$ cat src/rtl/div_unit_pkg.sv
// Shared CPU definitions used by the divider: datapath width and the
// one-hot state encoding shared with the controller.
package div_unit_pkg;

  localparam int unsigned DIV_WIDTH = 32;

  typedef enum logic [3:0] {
    S_IDLE = 4'b0001,
    S_RUN  = 4'b0010,
    S_FIX  = 4'b0100,
    S_DONE = 4'b1000
  } div_state_e;

endpackage

$ cat src/rtl/div_unit_step.sv
// One restoring-division iteration: shift {rem,quo} left, trial-subtract the
// divisor magnitude, keep the difference and set the quotient LSB if non-negative.
module div_step
  import div_unit_pkg::*;
#(
  parameter int unsigned WIDTH = DIV_WIDTH
) (
  input  logic [WIDTH-1:0] rem_in,
  input  logic [WIDTH-1:0] quo_in,
  input  logic [WIDTH-1:0] dsor,
  output logic [WIDTH-1:0] rem_out,
  output logic [WIDTH-1:0] quo_out
);

  logic [WIDTH:0] shifted;
  logic [WIDTH:0] trial;
  logic           ge;

  always_comb begin
    shifted = {rem_in, quo_in[WIDTH-1]};
    trial   = shifted - {1'b0, dsor};
    // A set top bit on the shifted value already exceeds any divisor; otherwise
    // the top bit of the trial difference is the borrow.
    ge      = shifted[WIDTH] | ~trial[WIDTH];
    rem_out = ge ? trial[WIDTH-1:0] : shifted[WIDTH-1:0];
    quo_out = {quo_in[WIDTH-2:0], ge};
  end

endmodule

$ cat src/rtl/div_unit.sv
// Iterative DIV/DIVU unit: 32 restoring iterations on magnitudes followed by
// one sign-fix cycle; busy stalls the controller, done pulses with the result.
module div_unit
  import div_unit_pkg::*;
#(
  parameter int unsigned WIDTH = DIV_WIDTH,
  parameter int unsigned CNT_W = 5
) (
  input  logic             clk,
  input  logic             rst,
  input  logic             start,
  input  logic             is_signed,
  input  logic [WIDTH-1:0] dividend,
  input  logic [WIDTH-1:0] divisor,
  output logic [WIDTH-1:0] quotient,
  output logic [WIDTH-1:0] remainder,
  output logic             busy,
  output logic             done
);

  div_state_e       state, state_next;
  logic [CNT_W-1:0] cnt;
  logic [WIDTH-1:0] rem_r, quo_r, dsor_r;
  logic [WIDTH-1:0] rem_step, quo_step;
  logic             neg_q, neg_r;
  logic             accept;

  function automatic logic [WIDTH-1:0] mag(input logic [WIDTH-1:0] v, input logic s);
    return (s && v[WIDTH-1]) ? (~v + 1'b1) : v;
  endfunction

  div_step #(.WIDTH(WIDTH)) u_step (
    .rem_in (rem_r),
    .quo_in (quo_r),
    .dsor   (dsor_r),
    .rem_out(rem_step),
    .quo_out(quo_step)
  );

  always_comb begin
    state_next = state;
    accept     = 1'b0;
    unique case (state)
      S_IDLE, S_DONE: begin
        accept     = start;
        state_next = start ? S_RUN : S_IDLE;
      end
      S_RUN:   if (cnt == '1) state_next = S_FIX;
      S_FIX:   state_next = S_DONE;
      default: state_next = S_IDLE;
    endcase
  end

  always_ff @(posedge clk or negedge rst) begin
    if (!rst) begin
      state <= S_IDLE;
      busy  <= 1'b0;
      done  <= 1'b0;
    end else begin
      state <= state_next;
      busy  <= (state_next == S_RUN) || (state_next == S_FIX);
      done  <= (state_next == S_DONE);
    end
  end

  always_ff @(posedge clk or negedge rst) begin
    if (!rst) begin
      cnt       <= '0;
      rem_r     <= '0;
      quo_r     <= '0;
      dsor_r    <= '0;
      neg_q     <= 1'b0;
      neg_r     <= 1'b0;
      quotient  <= '0;
      remainder <= '0;
    end else if (accept) begin
      cnt    <= '0;
      rem_r  <= '0;
      quo_r  <= mag(dividend, is_signed);
      dsor_r <= mag(divisor, is_signed);
      neg_q  <= is_signed & (dividend[WIDTH-1] ^ divisor[WIDTH-1]);
      neg_r  <= is_signed & dividend[WIDTH-1];
    end else if (state == S_RUN) begin
      rem_r <= rem_step;
      quo_r <= quo_step;
      cnt   <= cnt + 1'b1;
    end else if (state == S_FIX) begin
      // Divide-by-zero keeps the all-ones quotient regardless of signs.
      quotient  <= (neg_q && dsor_r != '0) ? (~quo_r + 1'b1) : quo_r;
      remainder <= neg_r ? (~rem_r + 1'b1) : rem_r;
    end
  end

endmodule
$ cat config.mk
export PLATFORM = sky130hd
export DESIGN_NAME = div_unit
export DESIGN_NICKNAME = d
export VERILOG_FILES = /design/src/rtl/div_unit_pkg.sv /design/src/rtl/div_unit_step.sv /design/src/rtl/div_unit.sv
export SDC_FILE = /design/constraint.sdc
export NUM_CORES = 1
export LEC_CHECK = 0
export CAP_MARGIN = 20
export CORE_AREA = 4 4 237 169
export DETAILED_ROUTE_END_ITERATION = 12
export DIE_AREA = 0 0 241 173
export HOLD_SLACK_MARGIN = 0.06
export MAX_ROUTING_LAYER = met4
export PLACE_DENSITY = 0.5
export SYNTH_ARGS = -nofsm -noshare
export SYNTH_HDL_FRONTEND = slang
export SYNTH_SLANG_ARGS = --single-unit
$ cat constraint.sdc
create_clock -name clk -period 3.27 [get_ports clk]
set_clock_uncertainty 0.05 [all_clocks]
set_input_delay 0.654 -clock clk [delete_from_list [all_inputs] [get_ports clk]]
set_output_delay 0.654 -clock clk [all_outputs]
set_load 0.01 [all_outputs]
==> results.md <==
- The initial cell density of the core is 29.6%.
- For the worst setup path, the data required time is around 3.5 ns.
- The path class of the lowest-slack min-delay path is in2async.
- The count of nets left with antenna violations once routing finished came out at 0.
- The total standard cell area after synthesis is ~0.011 sq mm.
- Clock tree synthesis found a total of approximately 170 sinks.
- The root buffer selected by CTS is sky130_fd_sc_hd__clkbuf_16.
- After synthesis, the cell types taking the most area are sky130_fd_sc_hd__dfrtp_1 38%, sky130_fd_sc_hd__xor2_1 6.0%, sky130_fd_sc_hd__a21oi_1 5.4%.
- The most used flip-flop cell after synthesis is sky130_fd_sc_hd__dfrtp_1.
- The biggest cell delay along the critical path is between 0.4 and 0.5 ns.
- In the synthesized netlist the async set-or-reset flop fraction comes to 100%.
- The longest clock path from root to sink contains 2 buffers.
- The die footprint is ~0.042 sq mm.
- The die width is approximately 240 um.
- Counting distinct cell types in the post-synthesis netlist gives 77.
- The family with the most delay on the worst path is simple AND/OR/NAND/NOR gates.
- The number of maximum-capacitance constraint violations is 0.
- The iteration-0 DRC count of the detailed router is between 800 and 900.
- The internal portion of total power is approximately 7.3 mW.
- The number of nets in the synthesized netlist is between 1k and 1.5k.
- In the synthesized netlist, the cells that appear most often are 172 x sky130_fd_sc_hd__dfrtp_1, 126 x sky130_fd_sc_hd__nor2_1, 122 x sky130_fd_sc_hd__a21oi_1.
- The critical-path cell with the highest stage delay is sky130_fd_sc_hd__ha_1.
- Counting cells, the worst reg-to-reg path comes to 11.
- The number of buffers and inverters on the critical path is 2.
- Setup repair after global routing left no endpoint under its margin.
- Entering global routing, the biggest net connects 129 pins.
- The via count is approximately 10k.
- Counting flops with a built-in enable in the synthesized netlist gives 0.
- The routed design has between 30 and 40 mm of wire.
- Summed over its instances, the top area cell type makes up a little under two fifths of the synthesized netlist area.
- The number of hold violations in the final report is 0.
- The largest area contributor in the netlist is sky130_fd_sc_hd__dfrtp_1.
- The worst slack after detailed placement is -0.0849 ns.
- In this run the worst path has a maximum fanout of 8.
- In this run the power spent charging and discharging nets is about 7.4 mW.
- The signal on the critical path passes through inv_1 > ha_1 > and3_1 > nand3_1 > or3_1 > o21ai_0 > and4_1 > nor4_4 > buf_4 > a31oi_1 > nand2_1.
- The shortest clock period the worst path allows after layout is around 3 ns.
- The final count of negative-setup-slack endpoints is 0.
- The first global-routing pass estimated 56.4 mm of wire.
- Clock-pin slew was measured on the worst setup and hold paths at about 0.080 ns.
- The routability congestion estimate is between 0.8 and 0.9.
- The cell with the most instances after synthesis is sky130_fd_sc_hd__dfrtp_1.
- VDD sags by at most roughly 0.69 mV.
- The number of antenna violations at the first check in global routing was 0.
- Cells fill about 37% of the core in the end.
- The count of TritonRoute iterations in the first routing pass is 5.
- TritonCTS built the clock tree.
- Dividing the detail-routed wire length by the instance count gives around 18 um.
- The worst endpoint data arrival time is 3.34 ns.
- The number of pins exceeding their max-slew limit in the final report came to 0.
- The worst setup path is captured at a flip-flop.
- The switching fraction of total power is about half.
- The flow ran to the end, and the final reports show no timing, DRC or antenna violations.
- The highest attainable clock frequency is 326 MHz.
- The number of synthesis warnings is 0.
- The sequential share of the synthesized area is 38.5%.
- The mean instance size in the synthesized netlist is around 8.6 sq um.
- The critical path is of the reg2reg type.
- The number of instances in the synthesized netlist is approximately 1.3k.
- The overflow left after global routing is 0.
- Clock latency on the worst-skew pair, taken at its later pin, is about 0.44 ns.
- The count of buffers from port buffering is approximately 130.
- The final critical path takes up between 90% and 100% of the cycle.
- In the routed design, unresolved DRC markers number 0.
- The repair_antennas step left the layout with diodes totalling 0.
- The leakage power is between 6 and 7 nW.
- The number of vias per cell is 5.07.
- The number of global-route vias before repair is roughly 9.4k.
- After routing, the total negative slack on setup checks comes to 0 ns.
- Global routing consumed, over all layers together, 17.7% of the routing resources.
- The depth of the critical timing path with buffers and inverters included is 11.
- The kind of launch point of the worst setup path is a flip-flop.
- Compared with the post-synthesis result, the final layout area differs by 25.4%.
- The least setup slack across all paths after layout is 0.198 ns.
- The CTS H-tree depth is 4.
- The estimated wirelength of the detail-placed design is between 20 and 30 mm.
- The power per unit of standard cell area is around 1000 mW/mm^2.
- Per report_power, the combinational group accounts for 61.7% of the total.
- The site row count is 60.
- The part of the total power dissipated in the clock network is 14.0%.
- During I/O placement, the number of pins put on the boundary was 134.
- The worst-margin pin slew is 0.974 ns.
- The share of final-layout standard cells stronger than drive strength 1 is 9.36%.
- In this run the tightest slew margin relative to its limit is 35.0%.
- The register bit total from synthesis is between 150 and 200.
- The area of the core is ~0.038 sq mm.
- Buffers inserted to repair hold after CTS numbered 0.
- The die height is approximately 170 um.
- Counting the buffers created by CTS gives 17.
- Per report_power, the sequential group accounts for between 20% and 30% of the total.
- The net count of the finished layout is 1569.
cells by family (layout without fill, tap and decap cells):
kind of cell | after synthesis | in the layout | share of synthesized area (%)
muxes | 4 | 4 | 0.378
xor gates and xnor gates | 145 | 145 | 11.3
adders and majority gates | 39 | 39 | 4.41
AOI/OAI and AO/OA | 406 | 406 | 23.0
and+or+nand+nor | 414 | 414 | 17.8
buffers and inverters | 129 | 294 | 4.63
DFF | 173 | 173 | 38.5
power by group through the flow:
stage | combinational [mW] | clock, mW | sequential [mW]
global route | 10.1 | 2.21 | 3.68
detailed placement | 8.93 | 0 | 3.60
CTS | 8.98 | 2.12 | 3.56
global placement | 8.89 | 0 | 3.59
floorplan | 6.31 | 0 | 3.33
finish | 9.12 | 2.06 | 3.59
registers in the layout, summed over array words and instances (netlist names):
register and flops:
dsor_r 32, quotient 32, quo_r 32, state 4, remainder 32, cnt 5, rem_r 32, neg_q 1
done 1, neg_r 1, busy 1
path summary, 6_finish.rpt:
check,startpoint,slack (ns),end
worst min register to register,dsor_r[25],0.46,dsor_r[25]
worst min-delay path,rst,0.10,quotient[15]
max in group asynchronous,rst,2.28,rem_r[25]
worst max register to register,dsor_r[13],0.20,rem_r[26]
worst max-delay path,dsor_r[13],0.20,rem_r[26]
min in group clk,dsor_r[25],0.46,dsor_r[25]
through the flow:
step | cell area [sq um] | instances | total power [mW] | hold slack [ns]
global route | 14100 | 1971 | 16.0 | 0.121
floorplan | 11200 | 1310 | 9.64 | 0.308
detailed placement | 13500 | 1938 | 12.5 | 0.447
CTS | 14100 | 1970 | 14.7 | 0.101
global placement | 13500 | 1938 | 12.5 | 0.431
finish | 14100 | 1971 | 14.8 | 0.101
routing by layer:
layer  vias to the layer above  routed length, um  GRT usage, %
met5                         -                  0             -
met4                         0                155          2.44
met3                         8               2130          3.08
met2                       251              13400          21.2
met1                      4752              20500          30.1
li1                       4989                  -             -
worst register-to-register path: cells and delay by family, from the launching register on:
family,cells,cell delay (ns)
flops,1,0.38
fa+ha+maj,1,0.44
buf+inv,2,0.24
simple gates,6,1.33
compound gates,2,0.52
layout make-up:
cell class	count	area, sq um
fill	3965	23900
inverter	58	218
tap	496	621
clock inverter	14	150
clock buffer	18	429
timing repair buffer	204	1910
multi-input combinational	1008	6450
sequential	173	4330
placed cells by master (no fill, tap or decap), drive strengths merged, types with 7 or more instances in the layout:
| cell type | n |
|---|---|
| a211oi | 7 |
| a21o | 22 |
| a21oi | 122 |
| a22oi | 29 |
| a31oi | 13 |
| a32oi | 8 |
| and2 | 10 |
| and3 | 8 |
| buf | 72 |
| clkbuf | 18 |
| clkdlybuf4s50 | 132 |
| dfrtp | 172 |
| ha | 38 |
| inv | 65 |
| nand2 | 120 |
| nand2b | 11 |
| nand3 | 47 |
| nor2 | 126 |
| nor2b | 9 |
| nor3 | 19 |
| nor4 | 21 |
| o21ai | 121 |
| o311ai | 10 |
| o31ai | 18 |
| o41ai | 17 |
| or3 | 9 |
| or4 | 7 |
| xnor2 | 68 |
| xor2 | 77 |
timing repair:
action                                  4_1_cts  5_1_grt
gates resized for setup                       1        5
setup buffers                                 0        1
pin swaps                                     0        3
endpoints found under the hold margin         0        0
endpoints found under the setup margin        1       21
Note: power is estimated with default switching activity, not from simulation.
